$ cat src/rtl/value_lane_serializer.sv
// value_lane_serializer
//
// Transmit end of the narrow value link. One WIDTH-bit value is accepted per
// ready/valid handshake. It is then sent LSB-first as BEATS beats of LANE bits.
// o_out_last marks the final beat of each word.
//
// Optional feature, selected by the macro VALUE_LANE_SERIALIZER_PARITY_EN:
//   When the macro is defined, one extra beat follows the data beats.
//   o_out_data[0] of that beat is the even parity (XOR of all value bits).
//   The other bits of that beat are 0.
//   o_out_last is set only on this parity beat.
//
// Ports
//   i_clk        clock, all state updates on the rising edge
//   i_rst        synchronous active-high reset
//   i_in_valid   upstream value valid
//   o_in_ready   upstream ready (combinational, allows back-to-back words)
//   i_in_value   value to transmit, sampled only on accept
//   o_out_valid  link beat valid (registered)
//   i_out_ready  link ready
//   o_out_data   beat payload (registered)
//   o_out_last   final beat of the word (registered)
//   o_busy       high while a word is held

module value_lane_serializer #(
  parameter int WIDTH = 10,
  parameter int LANE  = 4
) (
  input  logic             i_clk,
  input  logic             i_rst,
  input  logic             i_in_valid,
  output logic             o_in_ready,
  input  logic [WIDTH-1:0] i_in_value,
  output logic             o_out_valid,
  input  logic             i_out_ready,
  output logic [LANE-1:0]  o_out_data,
  output logic             o_out_last,
  output logic             o_busy
);

  localparam int BEATS = (WIDTH + LANE - 1) / LANE;
  localparam int HW    = BEATS * LANE;
`ifdef VALUE_LANE_SERIALIZER_PARITY_EN
  localparam int TOTAL = BEATS + 1;
`else
  localparam int TOTAL = BEATS;
`endif
  localparam int CW = ($clog2(BEATS + 1) < 1) ? 1 : $clog2(BEATS + 1);
  localparam logic [CW-1:0] LAST_IDX = CW'(TOTAL - 1);

  typedef enum logic {IDLE, SEND} state_t;

  state_t          r_state;
  state_t          w_state_next;
  logic [HW-1:0]   r_hold;
  logic [CW-1:0]   r_cnt;
  logic            r_out_valid;
  logic [LANE-1:0] r_out_data;
  logic            r_out_last;
`ifdef VALUE_LANE_SERIALIZER_PARITY_EN
  logic            r_parity;
`endif

  logic            w_in_fire;
  logic            w_out_fire;
  logic [CW-1:0]   w_idx;
  logic [LANE-1:0] w_next_data;
  logic [HW-1:0]   w_in_padded;

  assign w_out_fire  = r_out_valid && i_out_ready;
  assign w_in_fire   = i_in_valid && o_in_ready;
  assign w_idx       = r_cnt + 1'b1;
  // Zero-pad the value up to a whole number of beats.
  // This makes the unused bits of the final data beat read as 0.
  assign w_in_padded = HW'(i_in_value);

  assign o_out_valid = r_out_valid;
  assign o_out_data  = r_out_data;
  assign o_out_last  = r_out_last;

  // State register.
  always_ff @(posedge i_clk) begin
    if (i_rst) begin
      r_state <= IDLE;
    end else begin
      r_state <= w_state_next;
    end
  end

  // Next-state logic.
  // A word accepted on the same edge as the last beat keeps the FSM in SEND.
  // That removes any gap between words.
  always_comb begin
    w_state_next = r_state;
    case (r_state)
      IDLE: if (w_in_fire) w_state_next = SEND;
      SEND: if (w_out_fire && r_out_last && !w_in_fire) w_state_next = IDLE;
      default: w_state_next = IDLE;
    endcase
  end

  // Output logic.
  // Ready is asserted while idle.
  // It is also asserted while the last beat is being taken, so the next word
  // can be loaded with no bubble.
  always_comb begin
    o_in_ready = (r_state == IDLE) || (w_out_fire && r_out_last);
    o_busy     = (r_state == SEND);
  end

  // Select the payload of the beat after the one currently presented.
  // Data beats come from the hold register.
  // In the parity build, the extra beat carries the stored parity bit.
  always_comb begin
    w_next_data = '0;
    for (int k = 0; k < BEATS; k++) begin
      if (w_idx == CW'(k)) w_next_data = r_hold[k*LANE +: LANE];
    end
`ifdef VALUE_LANE_SERIALIZER_PARITY_EN
    if (w_idx == CW'(BEATS)) w_next_data = LANE'(r_parity);
`endif
  end

  // Beat datapath.
  // A new word loads the hold register and presents beat 0 on the next cycle.
  // A beat accept advances to the following beat, or drops valid after the last one.
  // With no accept, every output simply holds, which gives stable back-pressure.
  always_ff @(posedge i_clk) begin
    if (i_rst) begin
      r_hold      <= '0;
      r_cnt       <= '0;
      r_out_valid <= 1'b0;
      r_out_data  <= '0;
      r_out_last  <= 1'b0;
`ifdef VALUE_LANE_SERIALIZER_PARITY_EN
      r_parity    <= 1'b0;
`endif
    end else if (w_in_fire) begin
      r_hold      <= w_in_padded;
      r_cnt       <= '0;
      r_out_valid <= 1'b1;
      r_out_data  <= w_in_padded[LANE-1:0];
      r_out_last  <= (LAST_IDX == '0);
`ifdef VALUE_LANE_SERIALIZER_PARITY_EN
      r_parity    <= ^i_in_value;
`endif
    end else if (w_out_fire) begin
      if (r_out_last) begin
        r_cnt       <= '0;
        r_out_valid <= 1'b0;
        r_out_data  <= '0;
        r_out_last  <= 1'b0;
      end else begin
        r_cnt       <= w_idx;
        r_out_data  <= w_next_data;
        r_out_last  <= (w_idx == LAST_IDX);
      end
    end
  end

endmodule
$ cat config.mk
export PLATFORM = sky130hd
export DESIGN_NAME = value_lane_serializer
export DESIGN_NICKNAME = d
export VERILOG_FILES = /design/src/rtl/value_lane_serializer.sv
export SDC_FILE = /design/constraint.sdc
export NUM_CORES = 1
export LEC_CHECK = 0
export CAP_MARGIN = 25
export CORE_UTILIZATION = 45
export CTS_CLUSTER_DIAMETER = 100
export DETAILED_ROUTE_END_ITERATION = 10
export GPL_TIMING_DRIVEN = 0
export PLACE_DENSITY = 0.76
export SYNTH_ARGS = -nofsm -noshare
export SYNTH_HDL_FRONTEND = slang
export SYNTH_SLANG_ARGS = --single-unit
$ cat constraint.sdc
create_clock -name i_clk -period 2.1 [get_ports i_clk]
set_clock_uncertainty 0.05 [all_clocks]
set_input_delay 0.315 -clock i_clk [delete_from_list [all_inputs] [get_ports i_clk]]
set_output_delay 0.315 -clock i_clk [all_outputs]
set_load 0.1 [all_outputs]
# Word level (Yosys, flattened, before mapping)
# Cells that the tools add are included.
[classes]
reduce_logical = 11
n_bitwise = 1
n_eq_ne = 2
n_addsub = 1
muxes = 14
[op_table]
columns = ["op", "count"]
rows = [
  ["$mux 4", 6],
  ["$mux 1", 6],
  ["$logic_and 1x1->1", 4],
  ["$reduce_bool 2->1", 2],
  ["$add 2x1->2 const B", 1],
  ["$eq 2x1->1 const B", 1],
  ["$eq 2x2->1 const B", 1],
  ["$logic_not 2->1", 1],
  ["$mux 2", 1],
  ["$pmux 1 s2", 1],
  ["$reduce_and 2->1", 1],
  ["$reduce_or 2->1", 1],
  ["$logic_not 1->1", 1],
  ["$logic_or 1x1->1", 1],
  ["$not 1->1", 1],
]
[word_totals]
word_cells = 35
inputBits = 14
ff_bits = 19

# Logic depth before layout (Yosys ltp)
[depth]
word_depth = 8
ltp_mapped = 5

# Least setup slack after synthesis
# OpenSTA, ideal clock, no wires.
[synth_path]
path_kind = "register to output"
startpoint = "register r_out_valid (netlist: o_out_valid)"
endpoint = "output port o_in_ready"
required_time_ns = 1.735
arrival_time_ns = 2.080
path_buffers = 1
stages_incl_launch_ff = 4
setup_slack_ns = -0.345
path_cell_list = "dfxtp_1 buf_2 nand3_1 nand2_1"
[synth_via]
elab_chain_len = 3
[synth_lines]
columns = ["item", "line_no", "source"]
rows = [
  ["start, declared", "57", "logic r_out_valid;"],
  ["start signal, assigned", "132", "r_out_valid <= 1'b0;"],
  ["start signal, assigned", "141", "r_out_valid <= 1'b1;"],
  ["start signal, assigned", "150", "r_out_valid <= 1'b0;"],
  ["$logic_and 1x1->1", "70", "assign w_out_fire = r_out_valid && i_out_ready;"],
  ["$logic_and 1x1->1", "107", "o_in_ready = (r_state == IDLE) || (w_out_fire && r_out_last);"],
  ["$logic_or 1x1->1", "107", ""],
  ["end, declared", "32", "output logic o_in_ready,"],
]
# No other way between the ends.

# Worst setup path in the final report
[layout_path]
startpoint = "input port i_out_ready"
endpoint = "output port o_in_ready"
[layout_via]
elab_chain_len = 3
[layout_lines]
columns = ["item", "line_no", "source"]
rows = [
  ["start, declared", "35", "input logic i_out_ready,"],
  ["$logic_and 1x1->1", "70", ""],
  ["$logic_and 1x1->1", "107", ""],
  ["$logic_or 1x1->1", "107", ""],
]
# No other way between the ends.

==> results_dict.tcl <==
set metrics [dict create \
    place.gp.congestion 0.868 \
    ys_ff_latch 19 \
    yosysSeqAreaShare 0.389 \
    grt_util_met3 0.0283 \
    postSynthAreaPerCell_um2 8.57 \
    post-place-ws_ns -0.566 \
    finish.utilization 0.619 \
    path_max_fanout 8 \
    port_buffers 21 \
    holdPathStages 2 \
    synth_top_area_share 0.389 \
    cts_tree "built" \
    pwr_density_cell_nw_per_um2 620 \
    clk_pin_slew_worst_paths_ns 0.11 \
    tightest_slew_ns 0.965 \
    hp-class "reg2reg" \
    critPathRequiredTime_ns 1.74 \
    dieArea_um2 2360 \
    synth_cells 114 \
    clock_path_buffers 2 \
    synth_flop_cell "dfxtp_1" \
    nNetsFinal 157 \
    synth_warnings 0 \
    grt_max_degree 12 \
    die_w_um 48.6 \
    routedWlPerCell_um 14.7 \
    fin_crit_ns 1.98 \
    relSlewSlack 0.359 \
    r2r_cells 5 \
    hold_viol_final 0 \
    n_antenna_cell 0 \
    dr.pass1.iters 4 \
    grt_setup_unrepaired "no" \
    p_leak_nw 0.470 \
    coreArea_um2 2000 \
    vdd_ir_drop_max_v 0.000426 \
    fin_ws_ns 0.116 \
    drt_iter0_markers 15 \
    antenna_found_initial 0 \
    postPlaceCellArea_um2 1230 \
    final-instance-count-excl-fill 166 \
    synth_common_cells "a21oi_1 (20), dfxtp_1 (19), nand3_1 (11)" \
    status "finished, final reports clean" \
    io_pins 22 \
    yosysTopAreaCell "dfxtp_1" \
    postCtsHoldBufs 0 \
    root_buffer "clkbuf_4" \
    die_y_um 48.6 \
    cts_sinks 19 \
    arrival_ns 1.62 \
    fmax_mhz 504 \
    grt_pass1_wl_um 4020 \
    clock_latency_ns 0.29 \
    synthArstFlopShare 0 \
    use_met2 0.347 \
    antenna_left 0 \
    route.detailed.drc 0 \
    row_count 16 \
    cts.htree.levels 1 \
    routed_wl_um 2430 \
    grt_use_total 0.218 \
    maxCapViolCount 0 \
    endpoint_kind "primary output" \
    holdWs_ns 0.432 \
    numCtsBuffers 3 \
    setup_viol 0 \
    synth-edff-count 0 \
    fin_crit_sh 0.945 \
    synthTopCellsByArea "dfxtp_1 (39%), a21oi_1 (10%), o211ai_1 (7.7%)" \
    dpl.hpwl_um 1770 \
    grt_pass1_vias 872 \
    area_delta_synth_final_pct 26.9 \
    start_util 0.488 \
    grt_use_met1 0.307 \
    drive_gt1_frac 0.115 \
    syn_nets 131 \
    top_usage_layer "met2" \
    slew_violations 0 \
    synth_area_um2 977 \
    vias 958 \
    place_inst 162 \
    yosysMostFrequentCell "a21oi_1" \
    fin_area_um2 1240 \
    crit_type "in2out" \
    grt_overflow_total 0 \
    synth.distinct_cells 27 \
    critPathLaunchType "input port" \
    viasPerCell 5.77 \
]
layout make-up:
class,instances,area [µm²]
fillers,198,762
repair buffers,21,196
multi-input cells,84,552
clock inverters,1,5.00
flip-flops and latches,19,383
clock buffers,3,22.5
plain buffers,8,36.3
inverters,3,11.3
well taps,27,33.8
layout by cell type (no fill, tap or decap), drive strengths merged, types with 3 or more instances in the layout:
| master | Yosys | routed |
|---|---|---|
| a21oi | 20 | 20 |
| buf | 6 | 7 |
| clkbuf | 2 | 5 |
| clkdlybuf4s50 | 0 | 13 |
| dfxtp | 19 | 19 |
| dlygate4sd2 | 0 | 7 |
| ha | 3 | 3 |
| inv | 3 | 3 |
| nand2 | 6 | 6 |
| nand2b | 5 | 5 |
| nand3 | 11 | 11 |
| nand3b | 5 | 5 |
| nor3 | 4 | 4 |
| o211ai | 10 | 10 |
worst max-delay path: stages:
cell,delay (ns)
clkdlybuf4s50_1,0.62
nand3_1,0.17
nand2_2,0.09
buf_2,0.42
through the flow:
| stage | TNS, ns | power [mW] |
|---|---|---|
| CTS | 0 | 0.775 |
| global placement | -0.565 | 0.597 |
| global route | 0 | 0.811 |
| finish | 0 | 0.769 |
| detailed placement | -0.566 | 0.600 |
| floorplan | 0 | 0.534 |
registers in the layout (all words and copies together), names as in the netlist:
signal,count
r_cnt,2
o_out_valid,1
o_out_data,4
r_hold,10
o_out_last,1
o_busy,1
worst paths after layout:
kind | startpoint | end | slack, ns
worst max-delay path | i_out_ready | o_in_ready | 0.12
worst min-delay path | r_hold[6] | r_hold[6] | 0.43
worst max register to register | r_cnt[0] | o_out_data[2] | 0.44
worst min register to register | r_hold[6] | r_hold[6] | 0.43
power breakdown:
| group | switching [mW] | internal, mW |
|---|---|---|
| Combinational | 0.130 | 0.0632 |
| Clock | 0.113 | 0.0708 |
| Sequential | 0.0120 | 0.380 |
| Total | 0.254 | 0.514 |
timing repair:
item,CTS,global route
gates resized for setup,10,2
setup endpoints to repair,8,1
buffers inserted,0,0
pin swaps,0,0
cell families after synthesis:
group           count (synthesis)  share of synthesized area
compound gates                 38                      0.260
buf+inv                        11                     0.0486
fa+ha+maj                       3                     0.0384
simple gates                   42                      0.254
mux                             1                     0.0102
flops                          19                      0.389
per-layer routing:
metal	share of wire	up-vias
met4	0.0053	0
met1	0.47	451
met3	0.042	2
met5	0	-
li1	-	478
met2	0.49	27
Note: power is estimated with default switching activity, not from simulation.
